`config.mk`:
```
export PLATFORM = sky130hd
export DESIGN_NAME = cpu_stack_arb
export DESIGN_NICKNAME = d
export VERILOG_FILES = /design/src/rtl/cpu_stack_arb.sv
export SDC_FILE = /design/constraint.sdc
export NUM_CORES = 1
export LEC_CHECK = 0
export CORE_MARGIN = 10
export CORE_UTILIZATION = 42
export CTS_BUF_LIST = sky130_fd_sc_hd__clkbuf_4 sky130_fd_sc_hd__clkbuf_8 sky130_fd_sc_hd__clkbuf_16
export DETAILED_ROUTE_END_ITERATION = 8
export GPL_TIMING_DRIVEN = 0
export PLACE_DENSITY = 0.87
export REMOVE_ABC_BUFFERS = 1
export SYNTH_ARGS = -nofsm -noshare
export SYNTH_HDL_FRONTEND = slang
export SYNTH_SLANG_ARGS = --single-unit
```
`constraint.sdc`:
```
create_clock -name clk -period 7.6 [get_ports clk]
set_input_delay 1.14 -clock clk [delete_from_list [all_inputs] [get_ports clk]]
set_output_delay 1.14 -clock clk [all_outputs]
set_load 0.01 [all_outputs]
```
`src/rtl/cpu_stack_arb.sv`:
```
// cpu_stack_arb: arbitrates the single-port operand stack RAM between
// writeback pushes (stage 5), stage-2 pops and a debug read port.
// Priority is push > pop > debug. A debug request that has waited
// STARVE_MAX cycles outranks a pop for one cycle (stage 2 is stalled).
// A push and pop in the same cycle bypass the RAM entirely.
// Optional macro CPU_STACK_ARB_TRACE_EN prints one line per grant.
module cpu_stack_arb #(
  parameter int DATA_W     = 35,
  parameter int ADDR_W     = 10,
  parameter int STARVE_MAX = 8
) (
  input  logic              clk,
  input  logic              rst,
  input  logic              push_5a,
  input  logic [DATA_W-1:0] push_data_5a,
  input  logic              pop_2a,
  output logic              pop_valid_3a,
  output logic [DATA_W-1:0] pop_data_3a,
  output logic              stall_2a,
  input  logic              dbg_req,
  input  logic [ADDR_W-1:0] dbg_addr,
  output logic              dbg_ack,
  output logic [DATA_W-1:0] dbg_data,
  output logic [ADDR_W:0]   sp,
  output logic              overflow,
  output logic              underflow,
  output logic              ram_en,
  output logic              ram_we,
  output logic [ADDR_W-1:0] ram_addr,
  output logic [DATA_W-1:0] ram_wdata,
  input  logic [DATA_W-1:0] ram_rdata
);

  localparam int CNT_W = $clog2(STARVE_MAX + 1);
  localparam logic [CNT_W-1:0] STARVE_LIM = CNT_W'(STARVE_MAX);

  // Starvation counter saturates at the limit so a preempted override retries.
  function automatic logic [CNT_W-1:0] sat_inc(input logic [CNT_W-1:0] c);
    return (c >= STARVE_LIM) ? c : c + CNT_W'(1);
  endfunction

  logic [CNT_W-1:0]  starve_cnt;
  logic              full, empty, dbg_ok, override;
  logic              byp_p0, push_wr_p0, push_ovf_p0, pop_acc_p0;
  logic              pop_rd_p0, pop_unf_p0, dbg_rd_p0;
  logic [ADDR_W-1:0] pop_addr;
  logic              pop_vld_p1, pop_ram_p1, dbg_vld_p1;
  logic [DATA_W-1:0] pop_byp_p1;

  // Stage p0: decide the single RAM grant for this cycle.
  always_comb begin
    full        = sp[ADDR_W];
    empty       = (sp == '0);
    pop_addr    = sp[ADDR_W-1:0] - ADDR_W'(1);
    // A debug read already in flight blocks a second grant while req is held.
    dbg_ok      = !rst && dbg_req && !dbg_vld_p1;
    override    = dbg_ok && (starve_cnt == STARVE_LIM);
    byp_p0      = !rst && push_5a && pop_2a;
    push_wr_p0  = !rst && push_5a && !pop_2a && !full;
    push_ovf_p0 = !rst && push_5a && !pop_2a && full;
    stall_2a    = !rst && pop_2a && !push_5a && override;
    pop_acc_p0  = !rst && pop_2a && !push_5a && !override;
    pop_rd_p0   = pop_acc_p0 && !empty;
    pop_unf_p0  = pop_acc_p0 && empty;
    dbg_rd_p0   = dbg_ok && !push_5a && !pop_acc_p0;

    ram_en    = push_wr_p0 || pop_rd_p0 || dbg_rd_p0;
    ram_we    = push_wr_p0;
    ram_wdata = push_wr_p0 ? push_data_5a : '0;
    if (push_wr_p0)     ram_addr = sp[ADDR_W-1:0];
    else if (pop_rd_p0) ram_addr = pop_addr;
    else if (dbg_rd_p0) ram_addr = dbg_addr;
    else                ram_addr = '0;
  end

  // Stage p0 -> p1: stack pointer, sticky flags, starvation count, result valids.
  always_ff @(posedge clk) begin
    if (rst) begin
      sp         <= '0;
      overflow   <= 1'b0;
      underflow  <= 1'b0;
      starve_cnt <= '0;
      pop_vld_p1 <= 1'b0;
      pop_ram_p1 <= 1'b0;
      dbg_vld_p1 <= 1'b0;
    end else begin
      if (push_wr_p0)     sp <= sp + (ADDR_W+1)'(1);
      else if (pop_rd_p0) sp <= sp - (ADDR_W+1)'(1);
      if (push_ovf_p0) overflow  <= 1'b1;
      if (pop_unf_p0)  underflow <= 1'b1;
      pop_vld_p1 <= byp_p0 || pop_acc_p0;
      pop_ram_p1 <= pop_rd_p0;
      dbg_vld_p1 <= dbg_rd_p0;
      if (dbg_rd_p0 || dbg_vld_p1) starve_cnt <= '0;
      else if (dbg_req)            starve_cnt <= sat_inc(starve_cnt);
    end
  end

  // Stage p1 data: bypassed push data, or zero for an empty pop.
  always_ff @(posedge clk) begin
    if (byp_p0)          pop_byp_p1 <= push_data_5a;
    else if (pop_unf_p0) pop_byp_p1 <= '0;
  end

  // Stage p1: deliver read results; reset discards anything in flight.
  always_comb begin
    pop_valid_3a = pop_vld_p1 && !rst;
    dbg_ack      = dbg_vld_p1 && !rst;
    if (!pop_valid_3a)   pop_data_3a = '0;
    else if (pop_ram_p1) pop_data_3a = ram_rdata;
    else                 pop_data_3a = pop_byp_p1;
    dbg_data = dbg_ack ? ram_rdata : '0;
  end

`ifdef CPU_STACK_ARB_TRACE_EN
  // Log each grant on the edge that commits it.
  always_ff @(posedge clk) begin
    if (!rst) begin
      if (push_wr_p0)
        $display("%0d PUSH addr=%0h data=%0h sp=%0d", $stime, ram_addr, push_data_5a, sp);
      if (pop_acc_p0)
        $display("%0d POP addr=%0h data=%0h sp=%0d", $stime, ram_addr, ram_rdata, sp);
      if (byp_p0)
        $display("%0d BYP addr=%0h data=%0h sp=%0d", $stime, ram_addr, push_data_5a, sp);
      if (dbg_rd_p0)
        $display("%0d DBG addr=%0h data=%0h sp=%0d", $stime, ram_addr, ram_rdata, sp);
    end
  end
`else
  // Trace disabled: the design produces no simulation output.
`endif

endmodule

```
==> reports/qor.yml, run 1 <==
critical_path:
  cp-end-kind: "primary output"
  crit_slowest_cell: "inv_1"
  required_ps: 6460
  crit_buf_inv: 3
  cp.arrival_ps: 4580
  path_depth: 6
  r2r_cells: 7
  crit_family: "buffers and inverters"
  worstSetupPathType: "in2out"
  cp-start-kind: "input port"
  worstPathCellList: "clkdlybuf4s50_1 -> or3_1 -> inv_1 -> o21ai_0 -> o311ai_0 -> clkdlybuf4s50_1"
  worstPathMaxFanout: 44
  critPathMaxStageDelay_ps: 920
  critPathMostFrequentCell: "clkdlybuf4s50_1"
drt:
  viasPerCell: 5.239
  drc: 0
  dr.pass1.iters: 4
  ant_nets: 0
  drt_iter0_drc: 150
  wirelength_mm: 14.59
  vias: 3882
  wl_per_cell_um: 19.70
yosys:
  yosysMostFrequentCell: "and2_1"
  synth_xor_area_share_pct: 1.827
  ys_ff_latch: 55
  ys_top_cells_by_count: "105 x and2_1, 47 x nor2_1, 36 x mux2i_1"
  synth_area_per_cell_um2: 8.939
  seq_area_frac_synth_pct: 37.85
  yosys.area_share.simple_pct: 31.16
  synthAdderAreaFrac_pct: 4.437
  synthTopCellsByArea: "edfxtp_1 27%, and2_1 17%, dfxtp_1 10%"
  synth-edff-count: 35
  syn_inst: 429
  synthArstFlopShare_pct: 0
  synth_top_family_by_area: "simple AND/OR/NAND/NOR gates"
  synth_top_area_share_pct: 27.41
  muxShareOfSynthArea_pct: 9.396
  ys_types: 54
  synth_compound_area_share_pct: 11.39
  synth_top_flop_cell: "edfxtp_1"
  synth_area_leader_cell: "edfxtp_1"
  synth_area_um2: 3835
  yosysWarnings: 0
power:
  power_frac_clock_pct: 15.0
  powerDensity_nw_per_um2: 180.5
  power_frac_comb_pct: 49.3
  p_switching_uw: 406.3
  p_sw_share_pct: 36.47
  pwr-share-seq_pct: 35.7
  vdd_drop_max_uv: 148.2
  fin_total_pwr_mw: 1.114
  cellLeakagePower_nw: 2.272
  p_int_uw: 707.6
run:
  max_cap_viol_count: 0
clock_network:
  clkSinkCount: 55
  clk_latency_ps: 300
  cts_root_buffer: "clkbuf_8"
  ctsResizeCount: 0
  cts_buffer_depth: 2
  path_clk_slew_ps: 90
  htree_levels: 2
  cts_hold_repair.buffers: 0
  cts_made_buffers: 5
  postCtsSetupRepairBufs: 0
  cts_tree: "built"
global_route:
  grt_max_degree: 45
  overflow: 0
  grt_usage_pct: 20.84
  grt_pass1_vias: 3906
  antenna_found_initial: 0
  grt_pass1_wl_mm: 22.18
cells_and_area:
  drive_gt1_share_pct: 3.949
  diodes: 0
  area_growth_pct: 60.95
  nNetsFinal: 730
  utilization_pct: 70.09
  finalNonFillerCells: 741
placement:
  gp_congestion: 0.8359
  portBuffers: 217
  place_hpwl_mm: 11.88
  dp.cells: 733
timing:
  fin_crit_ps: 5719
  finalSetupTns_ps: 0
  rsz0062_at_grt: "false"
  finalSetupViolations: 0
  finClkSkew_ps: 3.861
  fin_crit_sh_pct: 75.25
  hold_viol: 0
  whs_ps: 448.6
  drv_slew: 0
  slew_headroom_pct: 17.52
  fmax_ghz: 0.1749
  worst_pin_slew_ps: 1234
hold_path:
  min-delay-path-class: "reg2reg"
  holdPathStages: 2
floorplan:
  die_x_um: 115.6
  rows: 34
  fp.dieArea_um2: 13350
  start_util_pct: 43.55
  boundaryPins: 218
  core_um2: 8806
  dieHeight_um: 115.6
status:
  outcome: "finished, final reports clean"
==> tightest hold or removal path, stage by stage (launching register included) <==
cell and delay [ps]:
dfxtp_1 320, inv_1 40, a21oi_1 50
==> state kept, by name, indices dropped and copies added (netlist names) <==
signal and flops:
pop_byp_p1 35, dbg_vld_p1 1, overflow 1, starve_cnt 4, sp 11, underflow 1, pop_ram_p1 1, pop_vld_p1 1
==> per-stage QoR <==
step	area, um^2	worst slack (ps)
5_1_grt	6172	1596
4_1_cts	6172	1838
3_5_place_dp	6081	1848
3_3_place_gp	6040	1917
2_1_floorplan	3732	3751
6_report	6172	1881
==> path summary, 6_finish.rpt <==
check,start,endpoint,slack [ps]
hold / removal,underflow$_SDFFE_PP0P_,underflow$_SDFFE_PP0P_,450
setup / recovery,rst,ram_addr[3],1880
setup reg to reg,sp[10]$_SDFFE_PP0P_,sp[10]$_SDFFE_PP0P_,4570
hold reg to reg,underflow$_SDFFE_PP0P_,underflow$_SDFFE_PP0P_,450
==> area by class of cell <==
cell class / count / area (um^2)
inverters: 13 / 48.80
repair buffers: 219 / 2207
clock buffers: 8 / 91.34
well taps: 108 / 135.1
fillers: 699 / 2634
multi-input cells: 338 / 2237
flip-flops and latches: 55 / 1453
==> cells in the final DEF, fill, tap and decap left out, drive strengths merged, types with 13 or more instances in the layout <==
cell type,synthesis,routed
nand2,29,29
mux2i,36,36
dfxtp,20,20
nor2,48,48
a21oi,14,14
clkdlybuf4s50,0,217
inv,13,13
and2,105,105
edfxtp,35,35
o21ai,15,15
==> cells by family (layout without fill, tap and decap cells) <==
group,Yosys count,after routing
simple gates,217,217
mux,36,36
fa+ha+maj,13,13
xor+xnor,8,8
flops,55,55
buf+inv,36,240
compound gates,64,64
==> per-layer routing <==
metal  vias up  global-route usage, %  routed length [um]
met5         -                      0                   0
met4         0                  3.209                 127
met3        12                  7.442                1585
met2       167                  39.82                7655
met1      1814                  21.68                5226
li1       1889                      -                   -
==> power groups by stage <==
stage,clock [mW],sequential (mW),combinational (mW)
after floorplan,0,0.408,0.312
after global placement,0,0.411,0.516
after detailed placement,0,0.403,0.544
after CTS,0.172,0.397,0.549
after global routing,0.187,0.404,0.600
final,0.167,0.398,0.549
Power figures use the tool's default switching activity.
==> run 2, diff against run 1 <==
CORE_UTILIZATION = 39   (was 42)
PLACE_DENSITY = 0.82   (was 0.87)
clock period = 5.45 ns   (was 7.6 ns; I/O delays follow)
==> reports/qor.yml, run 2 (synthesis results as in run 1) <==
status:
  outcome: "finished, final reports clean"
power:
  vdd_drop_max_uv: 219.0  # +48%
  fin_total_pwr_mw: 1.540  # +38%
  powerDensity_nw_per_um2: 248.3  # +38%
  cellLeakagePower_nw: 2.267  # -0.23%
critical_path:
  cp.arrival_ps: 4260  # -320 ps
  reg2reg_from: "sp[10]$_SDFFE_PP0P_"
  critPathMostFrequentCell: "clkdlybuf4s50_1"
  required_ps: 4630  # -1830 ps
  cp-start-kind: "input port"
  cp-end-kind: "primary output"
  reg2reg_to: "sp[10]$_SDFFE_PP0P_"
  ff2ff_setup_slack_ps: 2430  # -2140 ps
  critPathMaxStageDelay_ps: 950  # +30 ps
  crit_slowest_cell: "inv_1"
  worstPathMaxFanout: 44  # unchanged
  worstPathCellList: "clkdlybuf4s50_1 -> or3_1 -> inv_1 -> o21ai_0 -> o211ai_1 -> clkdlybuf4s50_1"
  r2r_cells: 7  # unchanged
  worstSetupPathType: "in2out"
timing:
  fin_crit_sh_pct: 93.09
  finClkSkew_ps: 3.337  # -0.5244 ps
  finalSetupViolations: 0  # unchanged
  slew_headroom_pct: 17.38  # -0.14 points
  rsz0062_at_grt: "false"
  hold_viol: 0  # unchanged
  whs_ps: 454.7  # +6.081 ps
  fmax_ghz: 0.1971
  fin_crit_ps: 5073
  finalSetupTns_ps: 0  # unchanged
  drv_slew: 0  # unchanged
  worst_pin_slew_ps: 1236  # +2.069 ps
hold_path:
  min_from: "underflow$_SDFFE_PP0P_"
  min_to: "underflow$_SDFFE_PP0P_"
  min-delay-path-class: "reg2reg"
  holdPathStages: 2  # unchanged
global_route:
  grt_pass1_vias: 3876  # -0.77%
  grt_pass1_wl_mm: 21.82  # -1.6%
  antenna_found_initial: 0  # unchanged
  grt_usage_pct: 18.91  # -1.9 points
  overflow: 0  # unchanged
  grt_max_degree: 45  # unchanged
cells_and_area:
  diodes: 0  # unchanged
  nNetsFinal: 730  # unchanged
  largest-register: "pop_byp_p1"
  final_cell_area_um2: 6201  # +0.47%
  largest_reg_flops: 35  # unchanged
  top_regs: "pop_byp_p1 (35), sp (11), starve_cnt (4)"
  fill_cells: 810  # +16%
  layout_common_cells: "217 x clkdlybuf4s50_1, 105 x and2_1, 47 x nor2_1, 36 x mux2i_1, 35 x edfxtp_1"
  mostFrequentLayoutCell: "clkdlybuf4s50_1"
  drive_gt1_share_pct: 3.949  # unchanged
  multi_input_area_um2: 2237  # unchanged
  area_growth_pct: 61.70
  regArea_um2: 1453  # unchanged
drt:
  drc: 0  # unchanged
  ant_nets: 0  # unchanged
  viasPerCell: 4.977  # -5.0%
  dr.pass1.iters: 4  # unchanged
  wl_per_cell_um: 18.56  # -5.7%
  wirelength_mm: 14.22  # -2.6%
  drt_iter0_drc: 169  # +13%
  vias: 3812  # -1.8%
placement:
  place_hpwl_mm: 11.57  # -2.6%
  portBuffers: 217  # unchanged
  gp_congestion: 0.8358  # about the same
  dpl_cell_area_um2: 6112  # +0.51%
clock_network:
  clkSinkCount: 55  # unchanged
  path_clk_slew_ps: 90  # about the same
  cts_buffer_depth: 2  # unchanged
  postCtsSetupRepairBufs: 0  # unchanged
  cts_hold_repair.buffers: 0  # unchanged
  clk_latency_ps: 310  # about the same
  ctsResizeCount: 0  # unchanged
  cts_made_buffers: 5  # unchanged
  cts_tree: "built"
  htree_levels: 2  # unchanged
  cts_root_buffer: "clkbuf_8"
floorplan:
  dieHeight_um: 119.2  # +3.1%
  core_um2: 9684  # +10%
  rows: 36  # +5.9%
  die_x_um: 119.2  # +3.1%
  start_util_pct: 39.60  # -3.9 points
  boundaryPins: 218  # unchanged
  fp.dieArea_um2: 14200  # +6.3%
run:
  max_cap_viol_count: 0  # unchanged
## run 2: worst max path at each step
stage                      start          end  cells past startpoint
after floorplan           pop_2a  ram_addr[2]                      5
after global placement       rst  ram_addr[2]                      6
after detailed placement     rst  ram_addr[2]                      6
after CTS                    rst  ram_addr[2]                      6
after global routing         rst  ram_addr[2]                      6
final                        rst  ram_addr[2]                      6
## run 2: per-layer routing
metal  global-route usage, %  up-vias  wire (um)
li1                        -     1883          -
met1                   21.83     1774       5872
met2                   34.89      150       7266
met3                   4.913        5       1029
met4                   2.519        0         52
met5                       0        -          0
## run 2: layout make-up
cell class	instances	share of cell area (%)
Sequential cell	55	23.43
Clock buffer	6	1.231
Clock inverter	2	0.2018
Multi-Input combinational cell	338	36.08
Inverter	13	0.7869
Timing Repair Buffer	219	35.59
Tap cell	133	2.684
## run 2: where the power goes
part,total [mW],internal (mW),switching (mW)
logic,0.759,0.384,0.375
clock network,0.226,0.0951,0.131
registers,0.555,0.497,0.0580
total,1.54,0.976,0.564
## run 2: stage by stage
stage / setup WS [ps] / std cells / util (%)
finish: 376.7 / 766 / 64.03
global route: 114.1 / 766 / 64.03
CTS: 311.0 / 766 / 64.03
detailed placement: 308.9 / 758 / 63.11
global placement: 372.7 / 756 / 62.69
floorplan: 2246 / 406 / -
## run 2: critical path, delay by kind of cell
kind / cells / cell delay [ps]
buffers and inverters: 3 / 2260
and+or+nand+nor: 1 / 770
AOI/OAI and AO/OA: 2 / 390
